$ cat src/rtl/mc_pkg.sv
// Shared types for the multicycle core: opcode and FSM state enums plus
// the fixed bit positions of the instruction fields.
package mc_pkg;

  typedef enum logic [3:0] {
    OP_NOP   = 4'h0,
    OP_ADD   = 4'h1,
    OP_SUB   = 4'h2,
    OP_AND   = 4'h3,
    OP_OR    = 4'h4,
    OP_XOR   = 4'h5,
    OP_NOT   = 4'h6,
    OP_LOAD  = 4'h7,
    OP_STORE = 4'h8,
    OP_SHL   = 4'h9,
    OP_SHR   = 4'hA
  } opcode_e;

  typedef enum logic [1:0] {
    ST_IDLE,
    ST_EXEC,
    ST_MEM
  } state_e;

  localparam int OP_MSB  = 15;
  localparam int OP_LSB  = 12;
  localparam int RA_MSB  = 11;
  localparam int RA_LSB  = 9;
  localparam int RB_MSB  = 8;
  localparam int RB_LSB  = 6;
  localparam int RD_MSB  = 5;
  localparam int RD_LSB  = 3;
  localparam int IMM_MSB = 5;
  localparam int IMM_LSB = 0;

endpackage

$ cat src/rtl/mc_regfile.sv
// Eight-entry register file: two combinational read ports, one write port,
// every entry cleared by the asynchronous reset.
module mc_regfile #(
  parameter int DATA_W = 16
) (
  input  logic              clk,
  input  logic              rst,
  input  logic [2:0]        raddrA,
  input  logic [2:0]        raddrB,
  output logic [DATA_W-1:0] rdataA,
  output logic [DATA_W-1:0] rdataB,
  input  logic              we,
  input  logic [2:0]        waddr,
  input  logic [DATA_W-1:0] wdata
);

  logic [DATA_W-1:0] regs_q [8];

  assign rdataA = regs_q[raddrA];
  assign rdataB = regs_q[raddrB];

  always_ff @(posedge clk or posedge rst) begin
    if (rst) begin
      for (int i = 0; i < 8; i++) begin
        regs_q[i] <= '0;
      end
    end else if (we) begin
      regs_q[waddr] <= wdata;
    end
  end

endmodule

$ cat src/rtl/multicycle_processor.sv
// Three-state (IDLE/EXEC/MEM) processor core: accepts one 16-bit instruction
// per IDLE visit, executes ALU ops in one cycle and loads/stores via a held request.
module multicycle_processor
  import mc_pkg::*;
#(
  parameter int DATA_W = 16,
  parameter int ADDR_W = 16
) (
  input  logic              clk,
  input  logic              rst,
  input  logic [15:0]       instr,
  input  logic              instr_valid,
  output logic              instr_ready,
  output logic              mem_req,
  output logic              mem_we,
  output logic [ADDR_W-1:0] mem_addr,
  output logic [DATA_W-1:0] mem_wdata,
  input  logic [DATA_W-1:0] mem_rdata,
  input  logic              mem_ack,
  output logic [DATA_W-1:0] result,
  output logic              illegal
);

  localparam int SH_W = $clog2(DATA_W);

  state_e            state_q;
  logic [15:0]       instr_q;
  logic              memReq_q;
  logic              memWe_q;
  logic [ADDR_W-1:0] memAddr_q;
  logic [DATA_W-1:0] memWdata_q;
  logic [DATA_W-1:0] result_q;
  logic              illegal_q;

  opcode_e           op;
  logic [DATA_W-1:0] rdA;
  logic [DATA_W-1:0] rdB;
  logic [SH_W-1:0]   shamt;
  logic [DATA_W-1:0] aluRes;
  logic              isAlu;
  logic              isMem;
  logic              isIllegal;
  logic [ADDR_W-1:0] memAddr_d;
  logic              rfWe;
  logic [2:0]        rfWaddr;
  logic [DATA_W-1:0] rfWdata;

  assign op        = opcode_e'(instr_q[OP_MSB:OP_LSB]);
  assign shamt     = rdB[SH_W-1:0];
  assign memAddr_d = ADDR_W'(rdB) + ADDR_W'($signed(instr_q[IMM_MSB:IMM_LSB]));

  mc_regfile #(.DATA_W(DATA_W)) u_regfile (
    .clk    (clk),
    .rst    (rst),
    .raddrA (instr_q[RA_MSB:RA_LSB]),
    .raddrB (instr_q[RB_MSB:RB_LSB]),
    .rdataA (rdA),
    .rdataB (rdB),
    .we     (rfWe),
    .waddr  (rfWaddr),
    .wdata  (rfWdata)
  );

  always_comb begin
    aluRes    = '0;
    isAlu     = 1'b0;
    isMem     = 1'b0;
    isIllegal = 1'b0;
    case (op)
      OP_NOP:             ;
      OP_ADD:             begin isAlu = 1'b1; aluRes = rdA + rdB;      end
      OP_SUB:             begin isAlu = 1'b1; aluRes = rdA - rdB;      end
      OP_AND:             begin isAlu = 1'b1; aluRes = rdA & rdB;      end
      OP_OR:              begin isAlu = 1'b1; aluRes = rdA | rdB;      end
      OP_XOR:             begin isAlu = 1'b1; aluRes = rdA ^ rdB;      end
      OP_NOT:             begin isAlu = 1'b1; aluRes = ~rdA;           end
      OP_SHL:             begin isAlu = 1'b1; aluRes = rdA << shamt;   end
      OP_SHR:             begin isAlu = 1'b1; aluRes = rdA >> shamt;   end
      OP_LOAD, OP_STORE:  isMem = 1'b1;
      default:            isIllegal = 1'b1;
    endcase
  end

  // ALU results land in rD when EXEC exits; load data lands in rA when MEM is acknowledged.
  always_comb begin
    rfWe    = 1'b0;
    rfWaddr = instr_q[RA_MSB:RA_LSB];
    rfWdata = mem_rdata;
    if (state_q == ST_EXEC && isAlu) begin
      rfWe    = 1'b1;
      rfWaddr = instr_q[RD_MSB:RD_LSB];
      rfWdata = aluRes;
    end else if (state_q == ST_MEM && mem_ack && op == OP_LOAD) begin
      rfWe = 1'b1;
    end
  end

  always_ff @(posedge clk or posedge rst) begin
    if (rst) begin
      state_q    <= ST_IDLE;
      instr_q    <= '0;
      memReq_q   <= 1'b0;
      memWe_q    <= 1'b0;
      memAddr_q  <= '0;
      memWdata_q <= '0;
      result_q   <= '0;
      illegal_q  <= 1'b0;
    end else begin
      illegal_q <= 1'b0;
      if (rfWe) begin
        result_q <= rfWdata;
      end
      case (state_q)
        ST_IDLE: begin
          if (instr_valid) begin
            instr_q <= instr;
            state_q <= ST_EXEC;
          end
        end
        ST_EXEC: begin
          state_q <= ST_IDLE;
          if (isMem) begin
            memReq_q   <= 1'b1;
            memWe_q    <= (op == OP_STORE);
            memAddr_q  <= memAddr_d;
            memWdata_q <= rdA;
            state_q    <= ST_MEM;
          end
          if (isIllegal) begin
            illegal_q <= 1'b1;
          end
        end
        ST_MEM: begin
          if (mem_ack) begin
            memReq_q <= 1'b0;
            state_q  <= ST_IDLE;
          end
        end
        default: state_q <= ST_IDLE;
      endcase
    end
  end

  assign instr_ready = (state_q == ST_IDLE) && !rst;
  assign mem_req     = memReq_q;
  assign mem_we      = memWe_q;
  assign mem_addr    = memAddr_q;
  assign mem_wdata   = memWdata_q;
  assign result      = result_q;
  assign illegal     = illegal_q;

endmodule
$ cat config.mk
export PLATFORM = sky130hd
export DESIGN_NAME = multicycle_processor
export DESIGN_NICKNAME = d
export VERILOG_FILES = /design/src/rtl/mc_pkg.sv /design/src/rtl/mc_regfile.sv /design/src/rtl/multicycle_processor.sv
export SDC_FILE = /design/constraint.sdc
export NUM_CORES = 1
export LEC_CHECK = 0
export BUFFER_PORTS_ARGS = -buffer_cell sky130_fd_sc_hd__buf_2
export CORE_MARGIN = 5
export CORE_UTILIZATION = 50
export CTS_CLUSTER_SIZE = 12
export DETAILED_ROUTE_END_ITERATION = 8
export GPL_ROUTABILITY_DRIVEN = 0
export HOLD_SLACK_MARGIN = 0.02
export PLACE_DENSITY = 0.68
export SYNTH_ARGS = -nofsm -noshare
export SYNTH_HDL_FRONTEND = slang
export SYNTH_SLANG_ARGS = --single-unit
export TNS_END_PERCENT = 50
$ cat constraint.sdc
create_clock -name clk -period 15.2 [get_ports clk]
set_input_delay 0.76 -clock clk [delete_from_list [all_inputs] [get_ports clk]]
set_output_delay 0.76 -clock clk [all_outputs]
set_load 0.005 [all_outputs]
Word level (Yosys, flattened, before mapping)
Cells that the tools add are included.

word-level totals
  flip-flop bits (word level) = 197
  input port bits = 36
  output and inout bits = 52
  word-level logic and storage cells = 88

cells by class
  add/subtract/negate cells = 3
  order comparisons = 4
  equal/unequal tests = 15
  shifts and indexed selects = 2
  multiplexer cells = 25
  bitwise operators = 7
  reduce and logical (&&, ||, !) cells = 16

operators with widths
  cell                  number
  $bwmux W128           1
  $pmux W16 S8          1
  $bmux W16 S3          2
  $mux W16              6
  $demux W16 S3         1
  $add A16 B16 Y16      2
  $and A16 B16 Y16      1
  $eq A4 B3 Y1 const B  4
  $not A16 Y16          1
  $or A16 B16 Y16       1
  $shl A16 B4 Y16       1
  $shr A16 B4 Y16       1
  $sub A16 B16 Y16      1
  $xor A16 B16 Y16      1
  $eq A4 B4 Y1 const B  3
  $ge A4 B4 Y1 const B  3
  $not A3 Y4            3
  $reduce_or A11 Y1     1
  $eq A4 B2 Y1 const B  2
  $mux W1               8
  $reduce_or A8 Y1      1
  $mux W2               3
  $ne A2 B2 Y1 const B  3
  $pmux W2 S3           1
  14 further kinds      20

Logic depth before layout (Yosys ltp)
Gate-level depths: netlist of run 1.

  word-level depth = 11
  gate-level depth with buffers = 20
  gate-level depth less buffers = 18

Modules after synthesis
A second synthesis of run 1 with hierarchy kept.

second synthesis, totals
  cell total of the unflattened synthesis = 1237
  area, all modules = 13982.2 µm²

by module, submodules not included
  module                times used  cells an instance  area each (µm²)  sequential area each (µm²)
  mc_regfile            1           396                7005.5           3203.1
  multicycle_processor  1           841                6976.7           1726.7

Least setup slack after synthesis of run 1
No wires, ideal clock.

  kind = register -> register
  start point = register instr_q[7]
  end point = register u_regfile.regs_q[46] (netlist name)
  library setup time = 125 ps
  data arrival time = 4472 ps
  required time = 15075 ps
  setup slack = 10603 ps
  cell stages (with the launch flop) = 20
  buffers on the path = 4
  period minus slack after synthesis = 4597 ps
  path through = dfrtp_1 > buf_6 > mux4_2 > mux2i_1 > buf_2 > buf_2 > buf_2 > ha_1 > a31oi_1 > xnor2_1 > ha_1 > and2_1 > a311oi_1 > o21ai_0 > a41oi_1 > o21ai_0 > xor2_1 > a21oi_2 > nor2_1 > mux2_2

between the ends
  cells in the longest elaborated chain, start to end = 8
  elaborated cells between the ends (all ways) = 14
  those cells by class = add/sub (2); shift (2); mux (6); bitwise (4)

RTL lines
  element                                         line                         text
  start: declaration                              multicycle_processor.sv:27   logic [15:0] instr_q;
  start signal: assignment                        multicycle_processor.sv:116  instr_q <= instr;
  $not A3 Y4 (not written as such) *              mc_regfile.sv:20             assign rdataB = regs_q[raddrB];
  $bmux W16 S3 *                                  mc_regfile.sv:20
  $mux W16 (not written as such) * (2 in series)  mc_regfile.sv:20
  $sub A16 B16 Y16 (tied with other cells)        multicycle_processor.sv:72   OP_SUB: begin isAlu = 1'b1; aluRes = rdA - rdB; end
  $pmux W16 S8 *                                  multicycle_processor.sv:69   case (op)
  $mux W16 *                                      multicycle_processor.sv:89   if (state_q == ST_EXEC && isAlu) begin
  $bwmux W128 *                                   mc_regfile.sv:28             regs_q[waddr] <= wdata;
  end signal: indexed assignment                  mc_regfile.sv:28
  end: declaration                                mc_regfile.sv:17             logic [DATA_W-1:0] regs_q [8];

Every way passes the cells marked *; elsewhere a longest branch is shown, timed or not. The select of a mux whose other input is x is not followed.
A chain may end at the register's enable or synchronous reset.

Worst setup path in the final report of run 1
Ends and elaborated chain as after synthesis.

==> flow_metrics.tcl, run 1 <==
set metrics [dict create \
    synth_area_per_cell_sq_um 10.59 \
    finalCritPeriodShare 0.3985 \
    synthTopCellsByArea "dfrtp_1 36%, mux4_2 11%, mux2_2 9.6%, ha_1 6.0%, nand2_1 4.0%" \
    arrival_ps 6400 \
    insertion_delay_ps 450 \
    muxShareOfSynthArea 0.2539 \
    path_max_fanout 31 \
    post_cts_buffers 0 \
    whs_ps 476.5 \
    grt_max_degree 119 \
    hp-class "in -> async" \
    synth_edf_count 0 \
    core_sq_um 26800 \
    worst_pin_slew_ps 1184 \
    grt.total_usage 0.2630 \
    synth_top_family_by_area "multiplexers" \
    stdcell_area_sq_um 14840 \
    start_kind "flip-flop" \
    finalWirelength_um 40110 \
    cts_hold_buf 0 \
    synth_top_area_frac 0.3634 \
    dr.pass1.iters 6 \
    clock-sinks 197 \
    synth_most_common_cell "dfrtp_1" \
    worstPathRequired_ps 15540 \
    nNetsFinal 1433 \
    setup_viol 0 \
    ioPinCount 88 \
    setup_tns_ps 0 \
    drc 0 \
    hpwl_um 27280 \
    vias 11055 \
    cp-end-kind "flip-flop" \
    synth_ff_type "dfrtp_1" \
    wl_per_cell_um 23.82 \
    max-cap-violations 0 \
    async_flop_share 1.000 \
    io_buffers 87 \
    netlist_area_sq_um 13560 \
    yosysSeqAreaShare 0.3634 \
    grt_overflow 0 \
    die_h_um 174.7 \
    place_area_sq_um 14250 \
    synth_seq_cells 197 \
    clk_pin_slew_ps 80 \
    synth-adder-area-share 0.06291 \
    timing.fmax_mhz 165.1 \
    die_w_um 174.7 \
    cts_root_buf "clkbuf_16" \
    num_rows 60 \
    area_delta_synth_final_pct 9.427 \
    cts_tree "done" \
    ys_types 77 \
    die-area_sq_um 30520 \
    synth_cells 1281 \
    htree_levels 4 \
    antenna_found_initial 0 \
    drive_gt1_frac 0.2710 \
    synthesis.nets 1384 \
    min_period_ps 6058 \
    start_util 0.5061 \
    synthXorXnorAreaFrac 0.02693 \
    slew_viol_final 0 \
    drtIter0Drc 1165 \
    path_class "reg -> reg" \
    synth-compound-area-share 0.1432 \
    outcome "complete, no violations" \
    cts_resized 0 \
    clock_path_buffers 2 \
    synth_top_area_cell "dfrtp_1" \
    reg2reg_from "instr_q[7]$_DFFE_PP0P_" \
    antenna_cells 0 \
    rsz0062_at_grt "false" \
    cts_buffers 17 \
    grt_pass1_wl_um 63090 \
    ant_nets 0 \
    cp-startpoint "instr_q[7]$_DFFE_PP0P_" \
    grt_pass1_vias 10680 \
    synthSimpleGateAreaFrac 0.1088 \
    relSlewSlack 0.2106 \
    yosys_warnings 0 \
    synth_common_cells "197 x dfrtp_1, 146 x nand2_1, 116 x mux2_2, 84 x nor2_1" \
    hold_violations 0 \
    vias_per_cell 6.565 \
    clock-skew-final_ps 12.90 \
]
-- sequential cells by signal, indices dropped and copies added (netlist names) --
register and count:
illegal 1, instr_q 16, mem_addr 16, mem_req 1, mem_wdata 16, mem_we 1, result 16, state_q 2
u_regfile.regs_q 128
-- cell families after synthesis --
family | count (synthesis)
AND/OR/NAND/NOR | 329
AO/OA/AOI/OAI | 282
multiplexers | 241
flip-flops | 197
buffers and inverters | 125
adder cells (fa/ha/maj) | 67
XOR/XNOR | 40
-- layout by cell type (no fill, tap or decap), drive strengths merged, types with 6 or more instances in the layout --
cell type    n
a22oi        8
and2        13
nand3       13
nor2b        7
clkbuf      18
o21ai       65
mux2       123
nand2b      10
xnor2       31
inv         52
a221oi      14
buf        109
mux4        65
a21o         6
o31ai       45
o2111ai      6
a31oi       20
a21oi       54
dfrtp      197
o211ai      15
xor2         9
mux2i       53
nor2        84
ha          65
nand2      147
nor3        24
a211oi       9
-- per-stage QoR --
step | setup slack, ps | cells | util
4_1_cts | 9314 | 1684 | 0.5538
5_1_grt | 8921 | 1684 | 0.5538
3_5_place_dp | 9460 | 1652 | 0.5317
2_1_floorplan | 9071 | 1281 | -
3_3_place_gp | 9503 | 1652 | 0.5317
6_report | 9142 | 1684 | 0.5538
-- final timing paths --
check	end	slack, ps	cells after the start
min in group clk	mem_req$_DFFE_PP0P_	480	2
hold reg to reg	mem_req$_DFFE_PP0P_	480	2
setup / recovery	u_regfile.regs_q[46]$_DFFE_PP0P_	9140	18
hold / removal	mem_we$_DFFE_PP0P_	480	2
max in group asynchronous	instr_q[10]$_DFFE_PP0P_	13090	3
setup reg to reg	u_regfile.regs_q[46]$_DFFE_PP0P_	9140	18
-- critical path, stage by stage, from the launching register on --
cell and delay, ps:
dfrtp_2 560, mux4_2 570, mux2i_4 140, buf_4 390, inv_2 390, nor2_1 270
nand2_2 170, o31ai_1 400, xnor2_1 140, ha_1 250, or2_2 330, a311oi_1 490
o21ai_0 280, a41oi_1 390, o21ai_0 170, xor2_1 180, a21oi_2 400, nor2_1 120
mux2_2 290
-- area by class of cell --
class,instances,area [sq um]
clock buffers,18,429.2
clock inverters,14,163.9
fillers,2329,11960
inverters,46,182.7
multi-input cells,959,8108
flip-flops and latches,197,4932
well taps,341,426.7
repair buffers,109,600.6
-- routing by layer --
| metal | up-vias | GRT usage | wire (um) |
|---|---|---|---|
| met5 | - | 0 | 0 |
| met4 | 0 | 0.1011 | 1413 |
| met2 | 606 | 0.4089 | 18210 |
| li1 | 4863 | - | - |
| met3 | 124 | 0.05236 | 3440 |
| met1 | 5462 | 0.3663 | 17050 |
Power of run 1 is not shown: default switching activity piles up to over one toggle a cycle in this logic, so the estimate is an artifact.
==> run 2: changes to the inputs <==
--- a/config.mk
+++ b/config.mk
@@ -12,7 +12,7 @@
 export DETAILED_ROUTE_END_ITERATION = 8
 export GPL_ROUTABILITY_DRIVEN = 0
 export HOLD_SLACK_MARGIN = 0.02
-export PLACE_DENSITY = 0.68
+export PLACE_DENSITY = 0.7
 export SYNTH_ARGS = -nofsm -noshare
 export SYNTH_HDL_FRONTEND = slang
 export SYNTH_SLANG_ARGS = --single-unit
==> constraint.sdc (replaced) <==
create_clock -name clk -period 5 [get_ports clk]
set_input_delay 0.25 -clock clk [delete_from_list [all_inputs] [get_ports clk]]
set_output_delay 0.25 -clock clk [all_outputs]
set_load 0.005 [all_outputs]
==> run 2 against run 1 <==
- global-route usage fell by 0.21 points
- clock skew increased by 2.1 ps
- final area is 2.7% higher
- wire length fell by 0.29%
- hold slack worse by 450 ps
- highest routed layer unchanged
==> flow_metrics.tcl, run 2 (synthesized netlist as in run 1, its figures left out) <==
set metrics [dict create \
    outcome "complete, no violations" \
    io_buffers 87 \
    arrival_ps 5120 \
    timing.fmax_mhz 211.2 \
    hpwl_um 28900 \
    clk_pin_slew_ps 80 \
    path_delay_family "compound AO/OA/AOI/OAI gates" \
    grt_pass1_vias 10906 \
    relSlewSlack 0.2342 \
    cts_buffers 17 \
    cts_root_buf "clkbuf_16" \
    cts_tree "done" \
    final_cell_mix "195 x dfrtp_1, 145 x nand2_1, 116 x mux2_2" \
    layout.cells.non_filler 1730 \
    core_sq_um 26800 \
    largest_register "u_regfile.regs_q" \
    insertion_delay_ps 450 \
    grt_overflow 0 \
    vias 11157 \
    area_delta_synth_final_pct 12.37 \
    hp-class "in -> reg" \
    dp.cells 1694 \
    htree_levels 4 \
    slowest_stage "dfrtp_4" \
    antenna_cells 0 \
    min_period_ps 4735 \
    vias_per_cell 6.449 \
    finalCritPeriodShare 0.9470 \
    start_kind "flip-flop" \
    slew_viol_final 0 \
    ant_nets 0 \
    path_class "reg -> reg" \
    final_common_cell "dfrtp_1" \
    clock-sinks 197 \
    worst_pin_slew_ps 1148 \
    start_util 0.5061 \
    nNetsFinal 1479 \
    path_max_fanout 13 \
    die_h_um 174.7 \
    finalWirelength_um 40000 \
    worst_path_largest_cell_delay_ps 560 \
    drive_gt1_frac 0.2973 \
    largest_register_ffs 128 \
    dr.pass1.iters 6 \
    ioPinCount 88 \
    num_rows 60 \
    cp_num_buf_inv 1 \
    max-cap-violations 0 \
    die_w_um 174.7 \
    setup_viol 0 \
    clock-skew-final_ps 15.04 \
    drc 0 \
    grt.total_usage 0.2608 \
    grt_pass1_wl_um 62890 \
    antenna_found_initial 0 \
    worstPathRequired_ps 5390 \
    grt_max_degree 114 \
    cp_cell_sequence "buf_4 > mux4_2 > mux2i_4 > ha_1 > a31oi_1 > xnor2_1 > ha_1 > and2_1 > a31o_2 > nor4_2 > o21ai_0 > a31oi_1 > xnor2_1 > nand2_1 > a21oi_2 > mux2_2" \
    cp-end-kind "flip-flop" \
    clock_path_buffers 2 \
    wl_per_cell_um 23.12 \
    hold_violations 0 \
    drtIter0Drc 1195 \
    die-area_sq_um 30520 \
]
==> run 2: changes by cell type in the layout (fill, tap and decap cells not counted), sizes merged <==
cell / before / now
clkinvlp: 2 / 1
clkbuf: 18 / 19
dlygate4sd3: 0 / 2
inv: 52 / 53
buf: 109 / 153
clkinv: 5 / 4
==> run 2: final timing paths <==
| check | start | end | slack, ps | cells past startpoint |
|---|---|---|---|---|
| max | instr_q[7]$_DFFE_PP0P_ | u_regfile.regs_q[75]$_DFFE_PP0P_ | 270 | 16 |
| min | instr[1] | instr_q[1]$_DFFE_PP0P_ | 30 | 3 |
| max reg2reg | instr_q[7]$_DFFE_PP0P_ | u_regfile.regs_q[75]$_DFFE_PP0P_ | 270 | 16 |
| min reg2reg | mem_wdata[10]$_DFFE_PP0P_ | mem_wdata[10]$_DFFE_PP0P_ | 470 | 2 |
| max in group asynchronous | rst | u_regfile.regs_q[23]$_DFFE_PP0P_ | 3470 | 4 |
| min in group asynchronous | rst | state_q[1]$_DFFE_PP0P_ | 320 | 3 |
==> run 2: final cells by class <==
type | instances | area, sq um
clock inverters | 13 | 158.9
inverters | 46 | 178.9
multi-input cells | 959 | 8133
repair buffers | 155 | 967.2
clock buffers | 19 | 442.9
flip-flops and latches | 197 | 4935
well taps | 341 | 426.7
fillers | 2274 | 11560
==> run 2: per-layer routing <==
metal | vias to the layer above | global-route usage | share of wire
li1 | 4973 | - | -
met1 | 5454 | 0.3558 | 0.41
met2 | 605 | 0.4136 | 0.46
met3 | 125 | 0.05495 | 0.089
met4 | 0 | 0.09689 | 0.038
met5 | - | 0 | 0
==> run 2: what timing repair did <==
action	4_1_cts	5_1_grt
gates resized for setup	2	5
hold endpoints to repair	11	0
buffers inserted	0	2
endpoints found under the setup margin	18	71
pin swaps	0	1
hold buffers	2	0
==> run 2: metrics by stage <==
step / util / setup WS, ps / setup TNS, ps / hold WS (ps) / instance area, sq um
detailed placement: 0.5438 / -60.83 / -855.5 / 231.7 / 14570
global placement: 0.5438 / 53.05 / 0 / 224.2 / 14570
floorplan: - / 403.5 / 0 / 357.3 / 13570
finish: 0.5687 / 265.1 / 0 / 27.33 / 15240
CTS: 0.5673 / 2.014 / 0 / 27.15 / 15200
global route: 0.5687 / -0.1084 / -0.1084 / 35.81 / 15240
==> run 2: worst register-to-register path: cells and delay by family (launching register included) <==
family / cells / cell delay, ps
AO/OA/AOI/OAI: 5 / 1320
XOR/XNOR: 2 / 300
adder cells (fa/ha/maj): 2 / 660
buffers and inverters: 1 / 160
flip-flops: 1 / 560
multiplexers: 3 / 980
AND/OR/NAND/NOR: 3 / 690
Power of run 2 is left out for the same reason.
